File: src/rtl/loader_pkg.sv
`default_nettype none
// ============================================================================
// Module      : loader_pkg
// Description : Shared types and constants for the cpu program loader.
// Revision    : 1.0 - initial release
// ============================================================================
package loader_pkg;

    localparam logic [7:0] HDR_BYTE  = 8'hA5;
    localparam int         MEM_DEPTH = 32;
    localparam int         MAX_LEN   = 32;
    localparam int         CNT_W     = $clog2(MAX_LEN + 1);

    typedef enum logic [2:0] {
        IDLE = 3'd0,
        CNT  = 3'd1,
        ADR  = 3'd2,
        DAT  = 3'd3,
        CHK  = 3'd4,
        RUN  = 3'd5,
        ERR  = 3'd6
    } ldr_state_e;

    // Instruction opcodes of the cpu fed by this loader (upper 3 bits of a byte).
    typedef enum logic [2:0] {
        HLT = 3'd0,
        SKZ = 3'd1,
        ADD = 3'd2,
        AND = 3'd3,
        XOR = 3'd4,
        LDA = 3'd5,
        STO = 3'd6,
        JMP = 3'd7
    } opcode_e;

    function automatic logic is_busy(input ldr_state_e s);
        return (s == CNT) || (s == ADR) || (s == DAT) || (s == CHK);
    endfunction

endpackage
`default_nettype wire

File: src/rtl/cpu_prog_loader.sv
`default_nettype none
// ============================================================================
// Module      : cpu_prog_loader
// Description : Framed byte-stream boot loader writing the cpu memory load
//               port and gating cpu reset on a good XOR checksum.
// Revision    : 1.0 - initial release
// ============================================================================
module cpu_prog_loader
    import loader_pkg::*;
#(
    parameter int                ADDR_W = 5,
    parameter int                DATA_W = 8,
    parameter logic [DATA_W-1:0] HDR    = HDR_BYTE
) (
    input  logic              clk,
    input  logic              rst_,
    input  logic              in_valid,
    input  logic [DATA_W-1:0] in_data,
    output logic              in_ready,
    output logic [ADDR_W-1:0] mem_addr,
    output logic [DATA_W-1:0] mem_data,
    output logic              mem_wr,
    output logic              cpu_rst_,
    input  logic              halt,
    output logic              busy,
    output logic              load_ok,
    output logic              load_err,
    output logic              run_done
);

    ldr_state_e        r_state;
    logic [CNT_W-1:0]  r_cnt;
    logic [ADDR_W-1:0] r_addr;
    logic [DATA_W-1:0] r_acc;

    ldr_state_e        w_nxt_state;
    logic [CNT_W-1:0]  w_nxt_cnt;
    logic [ADDR_W-1:0] w_nxt_addr;
    logic [DATA_W-1:0] w_nxt_acc;
    logic [ADDR_W-1:0] w_nxt_mem_addr;
    logic [DATA_W-1:0] w_nxt_mem_data;
    logic              w_nxt_mem_wr;
    logic              w_nxt_cpu_rst_;
    logic              w_nxt_load_ok;
    logic              w_nxt_load_err;
    logic              w_nxt_run_done;
    logic              w_accept;
    logic              w_restart;

    assign in_ready  = 1'b1;
    assign w_accept  = in_valid;
    // HDR only resynchronises outside a frame; inside a frame it is plain data.
    assign w_restart = w_accept && (in_data == HDR) &&
                       ((r_state == IDLE) || (r_state == RUN) || (r_state == ERR));

    always_comb begin
        w_nxt_state    = r_state;
        w_nxt_cnt      = r_cnt;
        w_nxt_addr     = r_addr;
        w_nxt_acc      = r_acc;
        w_nxt_mem_addr = mem_addr;
        w_nxt_mem_data = mem_data;
        w_nxt_mem_wr   = 1'b0;
        w_nxt_cpu_rst_ = cpu_rst_;
        w_nxt_load_ok  = 1'b0;
        w_nxt_load_err = load_err;
        w_nxt_run_done = run_done;

        if (w_restart) begin
            w_nxt_state    = CNT;
            w_nxt_cpu_rst_ = 1'b0;
            w_nxt_load_err = 1'b0;
            w_nxt_run_done = 1'b0;
        end else begin
            case (r_state)
                IDLE: ;
                CNT: if (w_accept) begin
                    if ((in_data == '0) || (in_data > DATA_W'(MAX_LEN))) begin
                        w_nxt_state    = ERR;
                        w_nxt_load_err = 1'b1;
                    end else begin
                        w_nxt_cnt   = CNT_W'(in_data);
                        w_nxt_state = ADR;
                    end
                end
                ADR: if (w_accept) begin
                    w_nxt_addr  = in_data[ADDR_W-1:0];
                    w_nxt_acc   = '0;
                    w_nxt_state = DAT;
                end
                DAT: if (w_accept) begin
                    w_nxt_mem_wr   = 1'b1;
                    w_nxt_mem_addr = r_addr;
                    w_nxt_mem_data = in_data;
                    w_nxt_addr     = r_addr + 1'b1;
                    w_nxt_acc      = r_acc ^ in_data;
                    w_nxt_cnt      = r_cnt - 1'b1;
                    if (r_cnt == CNT_W'(1))
                        w_nxt_state = CHK;
                end
                CHK: if (w_accept) begin
                    if (in_data == r_acc) begin
                        w_nxt_state    = RUN;
                        w_nxt_load_ok  = 1'b1;
                        w_nxt_cpu_rst_ = 1'b1;
                    end else begin
                        w_nxt_state    = ERR;
                        w_nxt_load_err = 1'b1;
                    end
                end
                RUN: if (halt) w_nxt_run_done = 1'b1;
                ERR: ;
                default: w_nxt_state = IDLE;
            endcase
        end
    end

    always_ff @(posedge clk) begin
        if (!rst_) begin
            r_state  <= IDLE;
            r_cnt    <= '0;
            r_addr   <= '0;
            r_acc    <= '0;
            mem_addr <= '0;
            mem_data <= '0;
            mem_wr   <= 1'b0;
            cpu_rst_ <= 1'b0;
            busy     <= 1'b0;
            load_ok  <= 1'b0;
            load_err <= 1'b0;
            run_done <= 1'b0;
        end else begin
            r_state  <= w_nxt_state;
            r_cnt    <= w_nxt_cnt;
            r_addr   <= w_nxt_addr;
            r_acc    <= w_nxt_acc;
            mem_addr <= w_nxt_mem_addr;
            mem_data <= w_nxt_mem_data;
            mem_wr   <= w_nxt_mem_wr;
            cpu_rst_ <= w_nxt_cpu_rst_;
            busy     <= is_busy(w_nxt_state);
            load_ok  <= w_nxt_load_ok;
            load_err <= w_nxt_load_err;
            run_done <= w_nxt_run_done;
        end
    end

endmodule
`default_nettype wire

File: config.mk
export PLATFORM = sky130hd
export DESIGN_NAME = cpu_prog_loader
export DESIGN_NICKNAME = d
export VERILOG_FILES = /design/src/rtl/loader_pkg.sv /design/src/rtl/cpu_prog_loader.sv
export SDC_FILE = /design/constraint.sdc
export NUM_CORES = 1
export LEC_CHECK = 0
export ABC_AREA = 1
export BUFFER_PORTS_ARGS = -buffer_cell sky130_fd_sc_hd__buf_2
export CORE_MARGIN = 3
export CORE_UTILIZATION = 35
export CTS_CLUSTER_DIAMETER = 120
export DETAILED_ROUTE_END_ITERATION = 16
export PLACE_DENSITY = 0.54
export SKIP_CTS_REPAIR_TIMING = 1
export SYNTH_ARGS = -nofsm -noshare
export SYNTH_HDL_FRONTEND = slang
export SYNTH_SLANG_ARGS = --single-unit
File: constraint.sdc
create_clock -name clk -period 2.6 [get_ports clk]
set_input_delay 0.52 -clock clk [delete_from_list [all_inputs] [get_ports clk]]
set_output_delay 0.52 -clock clk [all_outputs]
set_load 0.05 [all_outputs]
# After elaboration in Yosys (flattened, before gate mapping)
# Cells that the tools add are included.
totals:
  ff_bits: 41
  inputBits: 12
  out_inout_bits: 20
  elab_cells: 90
classes:
  n_addsub: 2
  order_cmp: 1
  n_eq_ne: 20
  muxes: 26
  bitwise: 6
  reduce_logical: 23
op_table:
  columns: ["op", "count"]
  rows:
  - ["3-bit 2-to-1 mux", 7]
  - ["6-bit 2-to-1 mux", 3]
  - ["8-bit 2-to-1 mux", 2]
  - ["8-bit case mux with 2 select lines", 1]
  - ["3-bit case mux with 5 select lines", 1]
  - ["2-bit != test, second input constant", 7]
  - ["3-bit by 2-bit equality test with 1-bit output, second input constant", 4]
  - ["3-bit equality test, second input constant", 4]
  - ["6-bit case mux with 2 select lines", 1]
  - ["5-bit 2-to-1 mux", 2]
  - ["5-bit case mux with 2 select lines", 1]
  - ["5-bit AND reduction", 2]
  - ["8-bit equality test", 1]
  - ["8-bit equality test, second input constant", 1]
  - ["8-bit by 6-bit greater-than comparator with 1-bit output, second input constant", 1]
  - ["8-bit logical NOT", 1]
  - ["8-bit XOR", 1]
  - ["3-bit by 1-bit equality test with 1-bit output, second input constant", 2]
  - ["6-bit by 1-bit equality test with 1-bit output, second input constant", 1]
  - ["1-bit logical OR", 6]
  - ["1-bit 2-to-1 mux", 6]
  - ["3-bit AND reduction", 2]
  - ["2-bit nonzero test", 3]
  - ["3-bit OR reduction", 2]
  - ["other kinds (11)", 16]

# Longest topological paths before layout
logic_depth:
  depth_word: 10
  ltp_mapped: 13

# Worst setup path before layout
# Ideal clock, no wire load.
synth_path:
  path_type: "input to register"
  start: "in in_valid"
  end: "reg r_cnt[0]"
  setup_time_ns: 0.121
  arrival_time_ns: 1.424
  required_ns: 2.479
  slack_ns: 1.056
  path_stages: 11
  n_path_buf: 0
  cell_sequence: "inv_1 -> nor2_2 -> inv_2 -> nor2_4 -> inv_2 -> nor2_4 -> inv_2 -> nand2_2 -> inv_2 -> o21ai_1 -> a21oi_1"
synth_between:
  elab_chain_cells: 4
  elab_cells_between_ends: 6
synth_lines:
  columns: ["item", "line_no", "text"]
  rows:
  - ["from (decl)", "cpu_prog_loader.sv:17", "input logic in_valid,"]
  - ["1-bit logical AND (2 in a row)", "cpu_prog_loader.sv:53", "assign w_restart = w_accept && (in_data == HDR) &&"]
  - ["1-bit inverter (no source line)", null, null]
  - ["5-bit AND reduction (no source line) (*)", null, null]
  - ["to (signal assigned)", "cpu_prog_loader.sv:134", "r_cnt <= w_nxt_cnt;"]
  - ["to (decl)", "cpu_prog_loader.sv:32", "logic [CNT_W-1:0] r_cnt;"]
# Every way passes the cells marked *; elsewhere a longest branch is shown, timed or not.
# A chain may end at the register's enable or synchronous reset.

# Worst setup path after layout
layout_path:
  start: "reg r_state[1]"
  end: "reg busy"
layout_between:
  elab_chain_cells: 9
  elab_cells_between_ends: 25
layout_lines:
  columns: ["item", "line_no", "text"]
  rows:
  - ["from (decl)", "cpu_prog_loader.sv:31", "ldr_state_e r_state;"]
  - ["from (signal assigned)", "cpu_prog_loader.sv:133", "r_state <= w_nxt_state;"]
  - ["branches (longest 4 deep; another with 3-bit case mux with 5 select lines)", null, null]
  - ["3-bit 2-to-1 mux (*)", "cpu_prog_loader.sv:69", "if (w_restart) begin"]
  - ["3-bit by 1-bit equality test with 1-bit output / 3-bit by 2-bit equality test with 1-bit output (equally long branches)", "loader_pkg.sv:37", "return (s == CNT) || (s == ADR) || (s == DAT) || (s == CHK);"]
  - ["1-bit logical OR (2 in a row)", "loader_pkg.sv:37", null]
  - ["1-bit logical OR (*)", "loader_pkg.sv:37", null]
  - ["to (signal assigned)", "cpu_prog_loader.sv:141", "busy <= is_busy(w_nxt_state);"]
  - ["to (decl)", "cpu_prog_loader.sv:25", "output logic busy,"]
# Every way passes the cells marked *.

==> results.json <==
{
  "core_region_area_um2": 5300,
  "drt-pass1-iter-count": 4,
  "power_frac_comb": 0.054,
  "antenna_found_initial": 0,
  "fin_nets": 331,
  "diodes": 0,
  "power_density_nw_per_um2": 517,
  "required_ns": 2.84,
  "cp-startpoint": "r_state[1]",
  "rsz0062_at_grt": "no",
  "clock_path_buffers": 2,
  "ant_nets": 0,
  "worst_hold_startpoint": "cpu_rst_",
  "final_cell_mix": "59 x nand2_1, 41 x dfxtp_1, 36 x inv_1, 34 x nor2_1, 30 x buf_2",
  "fin_tns_setup_ns": 0,
  "slowest_stage": "nor3_4",
  "grt_pass1_wl_um": 7940,
  "worstSetupEndpointType": "register",
  "cts_tree": "built",
  "pin_count": 32,
  "fp.dieH_um": 81.6,
  "cts-root-buf": "clkbuf_8",
  "dp_cells": 379,
  "power.internal_mw": 0.935,
  "fin_crit_sh": 0.636,
  "mappedNetlistNets": 299,
  "setup_viol": 0,
  "gp_congestion": 0.796,
  "final_hold_viol_count": 0,
  "drv_cap": 0,
  "viasPerCell": 4.74,
  "cts-buffers-inserted": 5,
  "wl_per_cell_um": 12.2,
  "synth_area_leader_cell": "dfxtp_1",
  "post-synth-top-area-fraction": 0.411,
  "fmax_ghz": 0.604,
  "rows": 26,
  "clock-skew-final_ns": 0.00826,
  "critPathMaxFanout": 10,
  "peakVddDrop_v": 0.000340,
  "whs_ns": 0.457,
  "final_cell_area_um2": 2330,
  "path_clk_slew_ns": 0.08,
  "dp_hpwl_um": 3470,
  "worstReg2RegStart": "r_state[1]",
  "ys_seq_area_frac": 0.411,
  "fin_cells": 387,
  "num_vias": 1836,
  "h-tree-depth": 2,
  "drive_above_1_share": 0.177,
  "cts.sinks": 41,
  "die-area_um2": 6650,
  "switching_power_mw": 0.271,
  "clk_latency_ns": 0.29,
  "area_delta_synth_final_pct": 16.7,
  "switching_share": 0.225,
  "status": "completed",
  "crit_arrival_ns": 1.90,
  "setup.worst_path.start_class": "register",
  "syn_area_um2": 2000,
  "grt_max_degree": 28,
  "crit_chain": "inv_2 -> nor3_4 -> inv_4 -> nor2_2 -> nor2_1 -> nand2_1 -> nand3_1 -> nand3_1 -> nand2_1 -> inv_1",
  "initial_core_util": 0.377,
  "crit_type": "reg2reg",
  "p_clk_frac": 0.426,
  "yosysWarnings": 0,
  "ys_seq_elements": 41,
  "grt_usage": 0.155,
  "min_period_ns": 1.65,
  "syn_inst": 284,
  "p_leak_nw": 1.14,
  "port_buffers": 30,
  "routed_wl_um": 4720,
  "drtIter0Drc": 116,
  "mostFrequentLayoutCell": "nand2_1",
  "timing.final.max_slew_violations": 0,
  "p_seq_frac": 0.521,
  "gr-total-overflow": 0,
  "postPlaceCellArea_um2": 2220,
  "max_stage_delay_ns": 0.43,
  "r2r_slack_ns": 0.95,
  "synth_cell_types": 30,
  "die_width_um": 81.6,
  "yosys-top-cells-area": "dfxtp_1 41%, nand2_1 11%, inv_1 6.8%",
  "grt_pass1_vias": 1660,
  "hp-class": "reg2reg",
  "route.detailed.drc": 0,
  "syn_area_per_cell_um2": 7.04
}
-- power by group through the flow --
stage / Clock (mW) / Sequential (mW) / Combinational [mW]
after floorplan: 0 / 0.644 / 0.0394
after global placement: 0 / 0.643 / 0.0645
after detailed placement: 0 / 0.643 / 0.0648
after CTS: 0.526 / 0.628 / 0.0651
after global routing: 0.557 / 0.628 / 0.0720
final: 0.514 / 0.628 / 0.0646
-- path summary, 6_finish.rpt --
kind | endpoint | cells past startpoint
setup / recovery | busy | 10
hold / removal | cpu_rst_ | 2
setup reg to reg | busy | 10
hold reg to reg | cpu_rst_ | 2
-- cells in the mapped netlist --
cell      number
nand2_1       59
xor2_1         2
a21oi_1       20
inv_1         36
o21ai_1        3
nand2_2        1
inv_2          7
xnor2_1        3
nor3_1         1
nor2_4         2
nand4_1        5
nor3_4         1
o32ai_1        8
nand3b_1       1
dfxtp_1       41
inv_4          1
a31o_2         1
o211ai_1       5
nor4_1         3
buf_2          3
ha_1           3
nor2_2         3
a31oi_1        2
o21bai_1       1
nand3_1       10
buf_4          1
conb_1         1
o21ai_0       22
nor2_1        34
clkbuf_1       4
-- flip-flops by register name, indices dropped and copies added, names as in the netlist --
| signal | flops |
|---|---|
| r_addr | 5 |
| r_acc | 8 |
| cpu_rst_ | 1 |
| load_ok | 1 |
| mem_addr | 5 |
| r_cnt | 6 |
| r_state | 3 |
| run_done | 1 |
| busy | 1 |
| load_err | 1 |
| mem_wr | 1 |
| mem_data | 8 |
-- metrics by stage --
| stage | utilization | power, mW | worst slack, ns |
|---|---|---|---|
| finish | 0.440 | 1.21 | 0.945 |
| global route | 0.440 | 1.26 | 0.703 |
| CTS | 0.440 | 1.22 | 0.918 |
| detailed placement | 0.419 | 0.708 | 0.776 |
| global placement | 0.419 | 0.707 | 0.755 |
| floorplan | - | 0.683 | 1.06 |
-- critical path: cells and delay by family, from the launching register on --
kind                   cells  cell delay, ns
buffers and inverters      3            0.27
DFF                        1            0.42
and+or+nand+nor            7            0.91
-- area by class of cell --
type | instances | area, µm²
Clock buffer | 6 | 72.6
Clock inverter | 2 | 38.8
Fill cell | 559 | 2970
Inverter | 44 | 168
Multi-Input combinational cell | 191 | 972
Sequential cell | 41 | 821
Tap cell | 70 | 87.6
Timing Repair Buffer | 33 | 173
-- layer usage --
metal | up-vias | track usage | routed length, µm
met5 | - | 0 | 0
li1 | 991 | - | -
met4 | 0 | 0.0507 | 46
met2 | 33 | 0.228 | 2000
met1 | 808 | 0.222 | 2490
met3 | 4 | 0.0373 | 190
-- cell families after synthesis --
| group | synth area share |
|---|---|
| AOI/OAI and AO/OA | 0.181 |
| xor gates and xnor gates | 0.0219 |
| adders and majority gates | 0.0188 |
| buffers and inverters | 0.103 |
| DFF | 0.411 |
| other | 0.00188 |
| and+or+nand+nor | 0.263 |
Note: power is estimated with default switching activity, not from simulation.
